<file path="src/rtl/ppu_palette_arbiter_if.sv">
// Bus bundle between the palette arbiter, its requesters (render, CPU $2007 path) and the palette RAM.
interface ppu_palette_arbiter_if;
  logic       rend_req;
  logic [4:0] rend_idx;
  logic       rend_valid;
  logic [5:0] rend_color;
  logic       rend_hold;
  logic       cpu_req;
  logic       cpu_we;
  logic [4:0] cpu_addr;
  logic [7:0] cpu_wdata;
  logic       cpu_busy;
  logic       cpu_ack;
  logic [7:0] cpu_rdata;
  logic [4:0] pal_addr;
  logic [7:0] palette_data_in;
  logic       palette_mem_rw;
  logic       palette_mem_en;
  logic [7:0] color_out;

  modport slave (
    input  rend_req, rend_idx, cpu_req, cpu_we, cpu_addr, cpu_wdata, color_out,
    output rend_valid, rend_color, rend_hold, cpu_busy, cpu_ack, cpu_rdata,
           pal_addr, palette_data_in, palette_mem_rw, palette_mem_en
  );

  modport master (
    output rend_req, rend_idx, cpu_req, cpu_we, cpu_addr, cpu_wdata, color_out,
    input  rend_valid, rend_color, rend_hold, cpu_busy, cpu_ack, cpu_rdata,
           pal_addr, palette_data_in, palette_mem_rw, palette_mem_en
  );
endinterface

</file>
<file path="src/rtl/ppu_palette_arbiter.sv">
// Shares the single palette RAM port between render (priority) and the CPU $2007 path,
// forcing a CPU slot after MAX_WAIT deferred cycles.
//
//  state    | meaning
//  ---------+---------------------------------------------------------------
//  ST_IDLE  | no CPU access pending; render owns the port when it asks
//  ST_WAIT  | CPU access pending; served in the first cycle render is idle
//  ST_FORCE | CPU access pending and starved; served this cycle regardless
module ppu_palette_arbiter #(
  parameter int MAX_WAIT = 8
) (
  input logic                    clk,
  input logic                    rst_n,
  ppu_palette_arbiter_if.slave   bus
);
  localparam int CNT_W = $clog2(MAX_WAIT + 1);

  typedef enum logic [1:0] {ST_IDLE, ST_WAIT, ST_FORCE} state_t;

  state_t           state, state_nxt;
  logic [CNT_W-1:0] wait_cnt, wait_cnt_nxt;
  logic             pend_we;
  logic [4:0]       pend_addr;
  logic [7:0]       pend_wdata;
  logic [5:0]       last_color;
  logic             cpu_accept;
  logic             cpu_drive;
  logic             rend_own;

  assign cpu_accept = bus.cpu_req & ~bus.cpu_busy;

  always_comb begin
    state_nxt           = state;
    wait_cnt_nxt        = wait_cnt;
    cpu_drive           = 1'b0;
    rend_own            = 1'b0;
    bus.palette_mem_en  = 1'b0;
    bus.palette_mem_rw  = 1'b0;
    bus.pal_addr        = '0;
    bus.palette_data_in = '0;

    case (state)
      ST_IDLE: begin
        rend_own = bus.rend_req;
        if (cpu_accept) state_nxt = ST_WAIT;
      end
      ST_WAIT: begin
        if (bus.rend_req) begin
          rend_own = 1'b1;
          if (wait_cnt != CNT_W'(MAX_WAIT)) wait_cnt_nxt = wait_cnt + CNT_W'(1);
          if (wait_cnt >= CNT_W'(MAX_WAIT - 1)) state_nxt = ST_FORCE;
        end else begin
          cpu_drive    = 1'b1;
          state_nxt    = ST_IDLE;
          wait_cnt_nxt = '0;
        end
      end
      ST_FORCE: begin
        cpu_drive    = 1'b1;
        state_nxt    = ST_IDLE;
        wait_cnt_nxt = '0;
      end
      default: begin
        state_nxt    = ST_IDLE;
        wait_cnt_nxt = '0;
      end
    endcase

    if (cpu_drive) begin
      bus.palette_mem_en  = 1'b1;
      bus.palette_mem_rw  = pend_we;
      bus.pal_addr        = pend_addr;
      bus.palette_data_in = pend_wdata;
    end else if (rend_own) begin
      bus.palette_mem_en  = 1'b1;
      bus.pal_addr        = bus.rend_idx;
    end
  end

  always_ff @(posedge clk) begin
    if (!rst_n) begin
      state          <= ST_IDLE;
      wait_cnt       <= '0;
      pend_we        <= 1'b0;
      pend_addr      <= '0;
      pend_wdata     <= '0;
      last_color     <= '0;
      bus.rend_valid <= 1'b0;
      bus.rend_color <= '0;
      bus.rend_hold  <= 1'b0;
      bus.cpu_busy   <= 1'b0;
      bus.cpu_ack    <= 1'b0;
      bus.cpu_rdata  <= '0;
    end else begin
      state    <= state_nxt;
      wait_cnt <= wait_cnt_nxt;
      if (cpu_accept) begin
        pend_we    <= bus.cpu_we;
        pend_addr  <= bus.cpu_addr;
        pend_wdata <= bus.cpu_wdata;
      end
      bus.cpu_busy <= cpu_accept | (bus.cpu_busy & ~cpu_drive);
      bus.cpu_ack  <= cpu_drive;
      if (cpu_drive && !pend_we) bus.cpu_rdata <= bus.color_out;

      // A render request that coincides with a CPU-driven cycle can only be FORCE: repeat the last pixel.
      bus.rend_valid <= bus.rend_req;
      bus.rend_hold  <= bus.rend_req & cpu_drive;
      if (rend_own) begin
        bus.rend_color <= bus.color_out[5:0];
        last_color     <= bus.color_out[5:0];
      end else if (bus.rend_req) begin
        bus.rend_color <= last_color;
      end
    end
  end
endmodule

</file>
<file path="src/flat_wrapper.sv">
// flat-port wrapper written by rule: the top's interface ports become plain ports
module ppu_palette_arbiter_flat 
#(
  parameter int MAX_WAIT = 8
)
  (clk, rst_n, bus_rend_req, bus_rend_idx, bus_cpu_req, bus_cpu_we, bus_cpu_addr, bus_cpu_wdata, bus_color_out, bus_rend_valid, bus_rend_color, bus_rend_hold, bus_cpu_busy, bus_cpu_ack, bus_cpu_rdata, bus_pal_addr, bus_palette_data_in, bus_palette_mem_rw, bus_palette_mem_en);
  ppu_palette_arbiter_if bus_i ();
  input logic clk;
  input logic rst_n;
  input wire logic [$bits(bus_i.rend_req)-1:0] bus_rend_req;
  input wire logic [$bits(bus_i.rend_idx)-1:0] bus_rend_idx;
  input wire logic [$bits(bus_i.cpu_req)-1:0] bus_cpu_req;
  input wire logic [$bits(bus_i.cpu_we)-1:0] bus_cpu_we;
  input wire logic [$bits(bus_i.cpu_addr)-1:0] bus_cpu_addr;
  input wire logic [$bits(bus_i.cpu_wdata)-1:0] bus_cpu_wdata;
  input wire logic [$bits(bus_i.color_out)-1:0] bus_color_out;
  output wire logic [$bits(bus_i.rend_valid)-1:0] bus_rend_valid;
  output wire logic [$bits(bus_i.rend_color)-1:0] bus_rend_color;
  output wire logic [$bits(bus_i.rend_hold)-1:0] bus_rend_hold;
  output wire logic [$bits(bus_i.cpu_busy)-1:0] bus_cpu_busy;
  output wire logic [$bits(bus_i.cpu_ack)-1:0] bus_cpu_ack;
  output wire logic [$bits(bus_i.cpu_rdata)-1:0] bus_cpu_rdata;
  output wire logic [$bits(bus_i.pal_addr)-1:0] bus_pal_addr;
  output wire logic [$bits(bus_i.palette_data_in)-1:0] bus_palette_data_in;
  output wire logic [$bits(bus_i.palette_mem_rw)-1:0] bus_palette_mem_rw;
  output wire logic [$bits(bus_i.palette_mem_en)-1:0] bus_palette_mem_en;
  assign bus_i.rend_req = bus_rend_req;
  assign bus_i.rend_idx = bus_rend_idx;
  assign bus_i.cpu_req = bus_cpu_req;
  assign bus_i.cpu_we = bus_cpu_we;
  assign bus_i.cpu_addr = bus_cpu_addr;
  assign bus_i.cpu_wdata = bus_cpu_wdata;
  assign bus_i.color_out = bus_color_out;
  assign bus_rend_valid = bus_i.rend_valid;
  assign bus_rend_color = bus_i.rend_color;
  assign bus_rend_hold = bus_i.rend_hold;
  assign bus_cpu_busy = bus_i.cpu_busy;
  assign bus_cpu_ack = bus_i.cpu_ack;
  assign bus_cpu_rdata = bus_i.cpu_rdata;
  assign bus_pal_addr = bus_i.pal_addr;
  assign bus_palette_data_in = bus_i.palette_data_in;
  assign bus_palette_mem_rw = bus_i.palette_mem_rw;
  assign bus_palette_mem_en = bus_i.palette_mem_en;
  ppu_palette_arbiter #(.MAX_WAIT(MAX_WAIT)) u_core (.clk(clk), .rst_n(rst_n), .bus(bus_i));
endmodule
</file>
<file path="config.mk">
export PLATFORM = sky130hd
export DESIGN_NAME = ppu_palette_arbiter_flat
export DESIGN_NICKNAME = d
export VERILOG_FILES = /design/src/rtl/ppu_palette_arbiter_if.sv /design/src/rtl/ppu_palette_arbiter.sv /design/src/flat_wrapper.sv
export SDC_FILE = /design/constraint.sdc
export NUM_CORES = 1
export LEC_CHECK = 0
export ABC_AREA = 1
export BUFFER_PORTS_ARGS = -buffer_cell sky130_fd_sc_hd__clkbuf_2
export CAP_MARGIN = 20
export CORE_MARGIN = 10
export CORE_UTILIZATION = 40
export DETAILED_ROUTE_END_ITERATION = 6
export MAX_ROUTING_LAYER = met4
export PLACE_DENSITY = 0.66
export SYNTH_ARGS = -nofsm -noshare
export SYNTH_HDL_FRONTEND = slang
export SYNTH_SLANG_ARGS = --single-unit
</file>
<file path="constraint.sdc">
create_clock -name clk -period 3.7 [get_ports clk]
set_input_delay 0.555 -clock clk [delete_from_list [all_inputs] [get_ports clk]]
set_output_delay 0.555 -clock clk [all_outputs]
set_load 0.05 [all_outputs]
</file>
==> results.ini, run 1 <==
[place]
numPortBuffers = 63
placed_area_um2 = 2231
globalplace.congestion = 0.8141
dp.cells = 365
hpwl_mm = 3.343

[min_path]
hp-class = register to register

[floorplan]
coreArea_um2 = 4661
num_rows = 25
dieArea_um2 = 7925
die_w_um = 89.02
start_util_pct = 40.89
ios = 64
die_h_um = 89.02

[timing]
skew_ps = 4.249
setup_viol = 0
fin_tns_setup_ps = 0
finalCritPeriodShare_pct = 65.28
finalCriticalPeriod_ps = 2415
slew_violations = 0
worst_pin_slew_ps = 698.3
hold_violations = 0
fmax_ghz = 0.4140
rsz0062_at_grt = false
slew_headroom_pct = 53.34

[synth]
avgSynthCellArea_um2 = 7.386
ys_seq_area_share_pct = 46.22
netlist.area_leader.share_pct = 46.22
syn_inst = 258
synth_area_leaders = dfxtp_1 46%, nor2_1 9.1%, inv_1 7.9%
syn-cell-area_um2 = 1906
yosys.area.top_type = dfxtp_1
ys.flop_type = dfxtp_1
synth-edff-count = 0
synth_fp_nets = 296
ys_warn_count = 0
ys_types = 19
synth_common_cells = 46 x nor2_1, 44 x dfxtp_1, 40 x inv_1
synth_seq_cells = 44
yosysMostFrequentCell = nor2_1
ys_async_sr_fraction_pct = 0

[power]
p_switching_w = 0.0006623
ir_worst_vdd_uv = 326.7
p_sw_share_pct = 42.68
p_per_area_nw_per_um2 = 666.0
p_seq_share_pct = 37.4
p_int_w = 0.0008894
power.share.clock_pct = 22.0
power_leakage_nw = 1.217
combinationalPowerShare_pct = 40.6

[global_routing]
grt_max_degree = 34
grt_pass1_vias = 1703
grt_first_pass_wirelength_mm = 7.458
antenna_found_initial = 0
track_usage_pct = 12.07
grt-ovfl-total = 0

[clock_tree]
cts_tree = yes
clockRootBuffer = clkbuf_8
insertion_delay_ps = 290
cts_hold_buffers = 0
cts-buffers-inserted = 5
clock_sinks = 44
cts_max_level = 2
cts_resized = 0
clk_pin_slew_ps = 70
cts_setup_buffers = 0
cts_buffer_depth = 2

[drt]
drcViolationCount = 0
drtPass1Iterations = 5
wl_mm = 4.464
ant_nets = 0
num_vias = 1741
routedWlPerCell_um = 12.03
drtIter0Drc = 82
via_per_inst = 4.693

[layout]
drive_above_1_share_pct = 23.97
synthToLayoutAreaGrowth_pct = 22.26
fin_cells = 371
fin_util_pct = 49.99
nets = 356
antenna_cells = 0
final_area_um2 = 2330

[critical_path]
start_kind = register
critPathSlowestCell = dfxtp_1
required_ps = 3140
crit_chain = inv_1 > ha_1 > nand2_2 > nand2_2 > nand2_4 > inv_1 > nand2_1 > nand2_1 > clkbuf_2
critPathKind = register to output port
cp_slowest_stage_delay_ps = 320
cp.arrival_ps = 1860
crit_path_max_fanout = 19
critPathCaptureType = output port

[run_status]
status = finished clean

[job]
maxCapViolCount = 0

==> through the flow <==
step / hold WS [ps] / total power (W) / setup slack (ps)
final: 454.2 / 0.001552 / 1285
after global routing: 485.7 / 0.001660 / 1096
after CTS: 460.7 / 0.001573 / 1263
after detailed placement: 448.5 / 0.001225 / 1346
after global placement: 441.9 / 0.001219 / 1423
after floorplan: 429.4 / 0.001089 / 1403
==> power by group through the flow <==
stage / Sequential, W / Combinational [W] / Clock, W
after floorplan: 0.000712 / 0.000378 / 0
after global placement: 0.000588 / 0.000631 / 0
after detailed placement: 0.000590 / 0.000635 / 0
after CTS: 0.000580 / 0.000637 / 0.000356
after global routing: 0.000588 / 0.000700 / 0.000371
final: 0.000580 / 0.000629 / 0.000342
==> registers in the layout (all words and copies together) (netlist names) <==
name                   flops
u_core.bus.rend_valid      1
u_core.state               2
u_core.pend_addr           5
u_core.bus.rend_color      6
u_core.pend_wdata          8
u_core.wait_cnt            4
u_core.bus.cpu_busy        1
u_core.bus.cpu_ack         1
u_core.bus.cpu_rdata       8
u_core.bus.rend_hold       1
u_core.pend_we             1
u_core.last_color          6
==> area by class of cell <==
type / instances / area [µm²]
flip-flops and latches: 44 / 880.8
clock inverters: 1 / 30.03
inverters: 42 / 162.7
multi-input cells: 162 / 804.5
well taps: 54 / 67.56
clock buffers: 5 / 68.82
repair buffers: 63 / 315.3
fillers: 468 / 2331
==> final timing paths <==
path	endpoint	slack, ps	from	cells past startpoint
setup / recovery	bus_pal_addr[1]	1280	u_core.state[1]	9
hold / removal	u_core.pend_wdata[5]	450	u_core.pend_wdata[5]	2
setup reg to reg	u_core.bus.cpu_rdata[6]	2210	u_core.state[1]	9
hold reg to reg	u_core.pend_wdata[5]	450	u_core.pend_wdata[5]	2
==> worst max-delay path, delay by kind of cell (launching register included) <==
kind                     cells  cell delay (ps)
AND/OR/NAND/NOR              5              430
flip-flops                   1              320
buffers and inverters        3              610
adder cells (fa/ha/maj)      1              220
==> logic make-up after synthesis <==
family          count (synthesis)  synth area share [%]
buf+inv                        52                 11.56
flops                          44                 46.22
compound gates                 55                 15.36
fa+ha+maj                       7                 4.596
simple gates                  100                 22.26
==> layout by cell type, fill, tap and decap left out, drive strengths merged <==
master	n
a21oi	18
inv	42
nand4	1
o21ai	30
o21bai	1
clkbuf	68
nand2	40
ha	7
nor2	47
nand3	12
dfxtp	44
o211ai	6
bufinv	1
==> layer usage <==
| metal | GRT usage, % | vias to the layer above | routed length, µm |
|---|---|---|---|
| li1 | - | 925 | - |
| met1 | 14.09 | 763 | 2092 |
| met2 | 18.75 | 45 | 1967 |
| met3 | 4.376 | 8 | 325 |
| met4 | 4.335 | 0 | 78 |
| met5 | - | - | 0 |
(Power assumes the default switching activity.)
==> inputs of run 2 (changes only) <==
--- a/config.mk
+++ b/config.mk
@@ -5,14 +5,14 @@
 export SDC_FILE = /design/constraint.sdc
 export NUM_CORES = 1
 export LEC_CHECK = 0
-export ABC_AREA = 1
+export ABC_AREA = 0
 export BUFFER_PORTS_ARGS = -buffer_cell sky130_fd_sc_hd__clkbuf_2
 export CAP_MARGIN = 20
 export CORE_MARGIN = 10
 export CORE_UTILIZATION = 40
 export DETAILED_ROUTE_END_ITERATION = 6
 export MAX_ROUTING_LAYER = met4
-export PLACE_DENSITY = 0.66
+export PLACE_DENSITY = 0.65
 export SYNTH_ARGS = -nofsm -noshare
 export SYNTH_HDL_FRONTEND = slang
 export SYNTH_SLANG_ARGS = --single-unit
==> constraint.sdc (replaced) <==
create_clock -name clk -period 2.4 [get_ports clk]
set_input_delay 0.36 -clock clk [delete_from_list [all_inputs] [get_ports clk]]
set_output_delay 0.36 -clock clk [all_outputs]
set_load 0.05 [all_outputs]
==> run 2 against run 1 <==
Compared with the run above:
- clock power increased by 39%
- hold slack got worse by 180 ps
- final cell count decreased by 0.54%
- sequential share of layout area decreased by 2.2 points
- routed wire length increased by 12%
- combinational power increased by 37%
- register-to-register slack got worse by 1600 ps
- critical endpoint is now bus_palette_mem_rw
- highest routed layer unchanged
==> results.ini, run 2 <==
[run_status]
status = finished clean

[global_routing]
grt_max_degree = 29  ; -15%
grt-ovfl-total = 0  ; unchanged
antenna_found_initial = 0  ; unchanged
track_usage_pct = 12.45  ; +0.38 points
grt_pass1_vias = 1831  ; +7.5%
grt_first_pass_wirelength_mm = 8.493  ; +14%

[synth]
syn-cell-area_um2 = 2019  ; +6.0%
synthSimpleGateAreaFrac_pct = 21.81  ; -0.45 points
syn_inst = 240  ; -7.0%
ys_seq_area_share_pct = 43.62  ; -2.6 points
synth_area_leaders = dfxtp_1 44%, nand2_1 12%, mux2i_1 8.9%
synth_common_cells = 67 x nand2_1, 44 x dfxtp_1, 21 x a21oi_1
ys.flop_type = dfxtp_1
synth_xor_area_share_pct = 0  ; unchanged
yosysMostFrequentCell = nand2_1
synth_seq_cells = 44  ; unchanged
yosys.area.top_type = dfxtp_1
ys_async_sr_fraction_pct = 0  ; unchanged
synth-edff-count = 0  ; unchanged
ys_warn_count = 0  ; unchanged
synth_fp_nets = 278  ; -6.1%
netlist.area_leader.share_pct = 43.62  ; -2.6 points
synth_top_family_by_area = simple AND/OR/NAND/NOR gates
ys_types = 32  ; +13
synth_fa_ha_area_share_pct = 4.337  ; -0.26 points
muxShareOfSynthArea_pct = 8.922  ; +8.9 points
synth_compound_area_share_pct = 15.06  ; -0.31 points
avgSynthCellArea_um2 = 8.414  ; +14%

[power]
p_switching_w = 0.0008713  ; +32%
ir_worst_vdd_uv = 482.8  ; +48%
p_seq_share_pct = 39.0  ; +1.6 points
p_sw_share_pct = 39.78  ; -2.9 points
p_per_area_nw_per_um2 = 886.3  ; +33%
power.share.clock_pct = 21.7  ; -0.3 points
power_leakage_nw = 1.128  ; -7.3%
combinationalPowerShare_pct = 39.3  ; -1.3 points
p_int_w = 0.001319  ; +48%

[timing]
worst_slack_ps = 149.4  ; -1135 ps
worst_pin_slew_ps = 671.3  ; -26.93 ps
finalCritPeriodShare_pct = 93.78
slew_headroom_pct = 55.20  ; +1.9 points
hold_violations = 0  ; unchanged
slew_violations = 0  ; unchanged
setup_viol = 0  ; unchanged
skew_ps = 7.192  ; +2.943 ps
fmax_ghz = 0.4443
rsz0062_at_grt = false
finalCriticalPeriod_ps = 2251

[critical_path]
start_kind = register
cp_slowest_stage_delay_ps = 360  ; +40 ps
critPathCaptureType = output port
cp.arrival_ps = 1890  ; +30 ps
crit_path_max_fanout = 17  ; -2
critPathSlowestCell = dfxtp_1
critPathKind = register to output port
critPathTopFamily = buffers and inverters
crit_chain = buf_4 > ha_1 > o21a_4 > and2_1 > clkbuf_2
required_ps = 2040  ; -1100 ps
crit_buf_inv = 2  ; -1

[drt]
drtPass1Iterations = 4  ; -1
drtIter0Drc = 104  ; +27%
wl_mm = 4.985  ; +12%
ant_nets = 0  ; unchanged
drcViolationCount = 0  ; unchanged
routedWlPerCell_um = 13.51  ; +12%
num_vias = 1742  ; +0.057%
via_per_inst = 4.721  ; +0.60%

[clock_tree]
clock_sinks = 44  ; unchanged
insertion_delay_ps = 300  ; about the same
cts_tree = yes
cts_max_level = 2  ; unchanged
cts-buffers-inserted = 5  ; unchanged
cts_hold_buffers = 0  ; unchanged
cts_resized = 0  ; unchanged
clk_pin_slew_ps = 80  ; about the same
cts_buffer_depth = 2  ; unchanged
clockRootBuffer = clkbuf_8
cts_setup_buffers = 0  ; unchanged

[floorplan]
die_h_um = 91.06  ; +2.3%
ios = 64  ; unchanged
num_rows = 25  ; unchanged
coreArea_um2 = 4817  ; +3.4%
dieArea_um2 = 8291  ; +4.6%
start_util_pct = 41.92  ; +1.0 points
die_w_um = 91.06  ; +2.3%

[layout]
synthToLayoutAreaGrowth_pct = 22.37  ; about the same
mostFrequentLayoutCells = 67 x nand2_1, 63 x clkbuf_2, 44 x dfxtp_1, 21 x a21oi_1, 18 x mux2i_1
drive_above_1_share_pct = 26.49  ; +2.5 points
nets = 339  ; -4.8%
regArea_um2 = 880.8  ; unchanged
multi_input_area_um2 = 1012  ; +26%
final_area_um2 = 2471  ; +6.1%
fill_cells = 505  ; +7.9%
fin_cells = 369  ; -0.54%
largest_registers = u_core.bus.cpu_rdata: 8 flops, u_core.pend_wdata: 8 flops
final_common_cell = nand2_1
antenna_cells = 0  ; unchanged

[place]
dp_slack_ps = 457.0  ; -889.0 ps
globalplace.congestion = 0.7845  ; -3.6%
hpwl_mm = 3.681  ; +10%
numPortBuffers = 63  ; unchanged
placed_area_um2 = 2379  ; +6.6%
dp.cells = 361  ; -1.1%

[job]
maxCapViolCount = 0  ; unchanged

[min_path]
hp-class = input pin to register

==> run 2: cell types whose count changed after synthesis, moves of 12 or more <==
cell	before	now
nor2_1	46	8
and2_1	0	12
nand2_1	36	67
mux2i_1	0	18
inv_1	40	7
o21ai_0	24	3
==> run 2: stage by stage <==
| stage | hold slack [ps] | power, W | utilization (%) | TNS, ps |
|---|---|---|---|---|
| finish | 275.5 | 0.002190 | 51.30 | 0 |
| global route | 284.5 | 0.002325 | 51.30 | 0 |
| CTS | 264.8 | 0.002219 | 51.30 | 0 |
| detailed placement | 444.7 | 0.001744 | 49.38 | 0 |
| global placement | 438.2 | 0.001733 | 49.38 | 0 |
| floorplan | 431.7 | 0.001547 | - | -541.9 |
==> run 2: layer usage <==
metal  global-route usage, %  wire length (µm)
met2                   18.38              2125
met1                   15.32              2476
met4                   3.525                43
met5                       -                 0
met3                   4.938               339
==> run 2: logic make-up after synthesis <==
logic type	after synthesis
compound gates	47
fa+ha+maj	7
buf+inv	24
flops	44
mux	18
simple gates	100
==> run 2: worst reg2reg max path, cell delays in order (launching register included) <==
cell and delay [ps]:
dfxtp_1 330, inv_1 120, ha_1 230, nor2b_1 220
buf_4 180, o211a_1 440, mux2i_1 240
==> run 2: worst paths after layout <==
check	slack (ps)	endpoint	startpoint	cells past startpoint
worst max-delay path	150	bus_palette_mem_rw	u_core.state[1]	5
worst min-delay path	280	u_core.pend_wdata[7]	bus_cpu_wdata[7]	3
worst max register to register	580	u_core.bus.cpu_rdata[0]	u_core.state[1]	6
worst min register to register	460	u_core.last_color[2]	u_core.last_color[2]	2
==> run 2: cell type report <==
type                            count  area share, %
Multi-Input combinational cell    172          40.96
Tap cell                           67          3.392
Timing Repair Buffer               71          15.19
Sequential cell                    44          35.65
Inverter                            7          1.063
Clock inverter                      2         0.4051
Clock buffer                        6          3.342
==> run 2: power groups by stage <==
| stage | Clock [W] | Combinational [W] | Sequential [W] |
|---|---|---|---|
| 2_1_floorplan | 0 | 0.000554 | 0.000993 |
| 3_3_place_gp | 0 | 0.000862 | 0.000871 |
| 3_5_place_dp | 0 | 0.000871 | 0.000873 |
| 4_1_cts | 0.000491 | 0.000873 | 0.000856 |
| 5_1_grt | 0.000521 | 0.000936 | 0.000868 |
| 6_report | 0.000474 | 0.000861 | 0.000855 |
==> inputs of run 3 (changes only) <==
--- a/config.mk
+++ b/config.mk
@@ -13,6 +13,7 @@
 export DETAILED_ROUTE_END_ITERATION = 6
 export MAX_ROUTING_LAYER = met4
 export PLACE_DENSITY = 0.65
+export SETUP_SLACK_MARGIN = 0.15
 export SYNTH_ARGS = -nofsm -noshare
 export SYNTH_HDL_FRONTEND = slang
 export SYNTH_SLANG_ARGS = --single-unit
==> run 3 against run 2 <==
Compared with the run above:
- register-to-register slack better by 50 ps
- critical path depth up 1
- final area up 4.4%
- flip-flop and latch count unchanged
- die area unchanged
- clock power up 18%
- sequential power up 0.6%
- global-route usage down 0.19 points
- setup slack better by 120 ps
- largest power group unchanged
- highest routed layer unchanged
- total power up 9.1%
==> results.ini, run 3 (synthesized netlist as in run 2, its figures left out) <==
[run_status]
status = finished clean

[drt]
num_vias = 1796  ; +3.1%
via_per_inst = 4.854  ; +2.8%
drtPass1Iterations = 4  ; unchanged
drtIter0Drc = 56  ; -46%
wl_mm = 5.029  ; +0.88%
ant_nets = 0  ; unchanged
routedWlPerCell_um = 13.59  ; +0.61%
drcViolationCount = 0  ; unchanged

[power]
power.total_w = 0.002390  ; +9.1%
ir_worst_vdd_uv = 565.2  ; +17%
p_per_area_nw_per_um2 = 926.2  ; +4.5%
power_leakage_nw = 1.151  ; +2.0%

[floorplan]
coreArea_um2 = 4817  ; unchanged
dieArea_um2 = 8291  ; unchanged
die_w_um = 91.06  ; unchanged
num_rows = 25  ; unchanged
start_util_pct = 41.92  ; unchanged
die_h_um = 91.06  ; unchanged
ios = 64  ; unchanged

[timing]
worst_pin_slew_ps = 618.9  ; -52.45 ps
hold_violations = 0  ; unchanged
slew_violations = 0  ; unchanged
setup_viol = 0  ; unchanged
finalCritPeriodShare_pct = 88.58  ; -5.2 points
fin_tns_setup_ps = 0  ; unchanged
skew_ps = 7.100  ; -0.09234 ps
slew_headroom_pct = 58.74  ; +3.5 points
worst_slack_ps = 274.2  ; +124.8 ps
fmax_ghz = 0.4704  ; +5.9%
finalCriticalPeriod_ps = 2126  ; -124.8 ps
hold_slack_ps = 283.1  ; +7.593 ps
rsz0062_at_grt = false

[layout]
largest_registers = u_core.bus.cpu_rdata: 8 flops, u_core.pend_wdata: 8 flops
mostFrequentLayoutCells = 67 x nand2_1, 56 x clkbuf_2, 43 x dfxtp_1, 21 x a21oi_1, 18 x mux2i_1
final_common_cell = nand2_1
drive_above_1_share_pct = 30.03  ; +3.5 points
nets = 340  ; +0.29%
synthToLayoutAreaGrowth_pct = 27.76
fill_cells = 493  ; -2.4%
antenna_cells = 0  ; unchanged
fin_util_pct = 53.56  ; +2.3 points

[global_routing]
grt_first_pass_wirelength_mm = 8.286  ; -2.4%
antenna_found_initial = 0  ; unchanged
track_usage_pct = 12.26  ; -0.19 points
grt_max_degree = 29  ; unchanged
grt_pass1_vias = 1686  ; -7.9%
grt-ovfl-total = 0  ; unchanged

[place]
globalplace.congestion = 0.7483  ; -4.6%
numPortBuffers = 63  ; unchanged
hpwl_mm = 3.731  ; +1.4%
dp_slack_ps = 419.8  ; -37.19 ps

[clock_tree]
clk_pin_slew_ps = 80  ; about the same
clock_sinks = 44  ; unchanged
cts_max_level = 2  ; unchanged
clockRootBuffer = clkbuf_8
cts-buffers-inserted = 5  ; unchanged
cts_hold_buffers = 0  ; unchanged
cts_tree = yes
cts_buffer_depth = 2  ; unchanged
insertion_delay_ps = 300  ; about the same

[job]
maxCapViolCount = 0  ; unchanged

[critical_path]
start_kind = register
required_ps = 2040  ; about the same
crit_path_max_fanout = 8  ; -9
cp.arrival_ps = 1770  ; -120 ps
critPathCaptureType = output port
critPathKind = register to output port

[min_path]
hp-class = input pin to register

-- run 3: cell count changes in the layout (fill, tap and decap cells not counted), sizes merged --
cell and change:
bufinv +1, clkbuf -2, buf +1, clkinvlp +1, o21a +1, clkinv -1
-- run 3: final cells by class --
| class | count | area (µm²) | share of cell area [%] |
|---|---|---|---|
| Sequential cell | 44 | 882.1 | 34.19 |
| Clock buffer | 5 | 68.82 | 2.667 |
| Clock inverter | 3 | 42.54 | 1.649 |
| Inverter | 7 | 26.28 | 1.018 |
| Multi-Input combinational cell | 173 | 1071 | 41.51 |
| Tap cell | 67 | 83.83 | 3.249 |
| Timing Repair Buffer | 71 | 405.4 | 15.71 |
-- run 3: per-stage QoR --
step,std cells,instance area (µm²)
final,370,2580
after detailed placement,360,2405
after global placement,360,2405
after floorplan,240,2038
after CTS,370,2544
after global routing,370,2580
-- run 3: worst max-delay path, cell delays in order, from the launching register on --
cell and delay, ps:
dfxtp_2 340, inv_1 150, ha_2 230, nor2b_4 180, o21a_4 220, and2_1 140
clkbuf_4 220
-- run 3: power breakdown --
| group | internal [W] | leakage [nW] | switching (W) |
|---|---|---|---|
| clock network | 0.000308 | 0.0541 | 0.000252 |
| registers | 0.000812 | 0.361 | 0.0000477 |
| logic | 0.000359 | 0.736 | 0.000611 |
| total | 0.00148 | 1.15 | 0.000911 |
-- run 3: timing repair --
action,CTS,global route
buffers inserted,1,0
setup endpoints to repair,9,15
pin swaps,0,0
gates cloned,1,0
resized for setup,3,17
-- run 3: routing by layer --
layer / global-route usage [%] / part of all wire (%) / up-vias
met1: 14.18 / 43 / 831
met3: 2.881 / 3.6 / 7
met4: 4.700 / 1.5 / 0
met2: 20.11 / 52 / 29
li1: - / - / 929
met5: - / 0 / -
-- run 3: path summary, 6_finish.rpt --
kind	from	endpoint	slack (ps)	depth (start not counted)
hold / removal	bus_cpu_wdata[4]	u_core.pend_wdata[4]	280	3
hold reg to reg	u_core.pend_wdata[7]	u_core.pend_wdata[7]	450	2
setup reg to reg	u_core.state[1]	u_core.bus.cpu_rdata[7]	630	6
setup / recovery	u_core.state[1]	bus_palette_data_in[7]	270	6
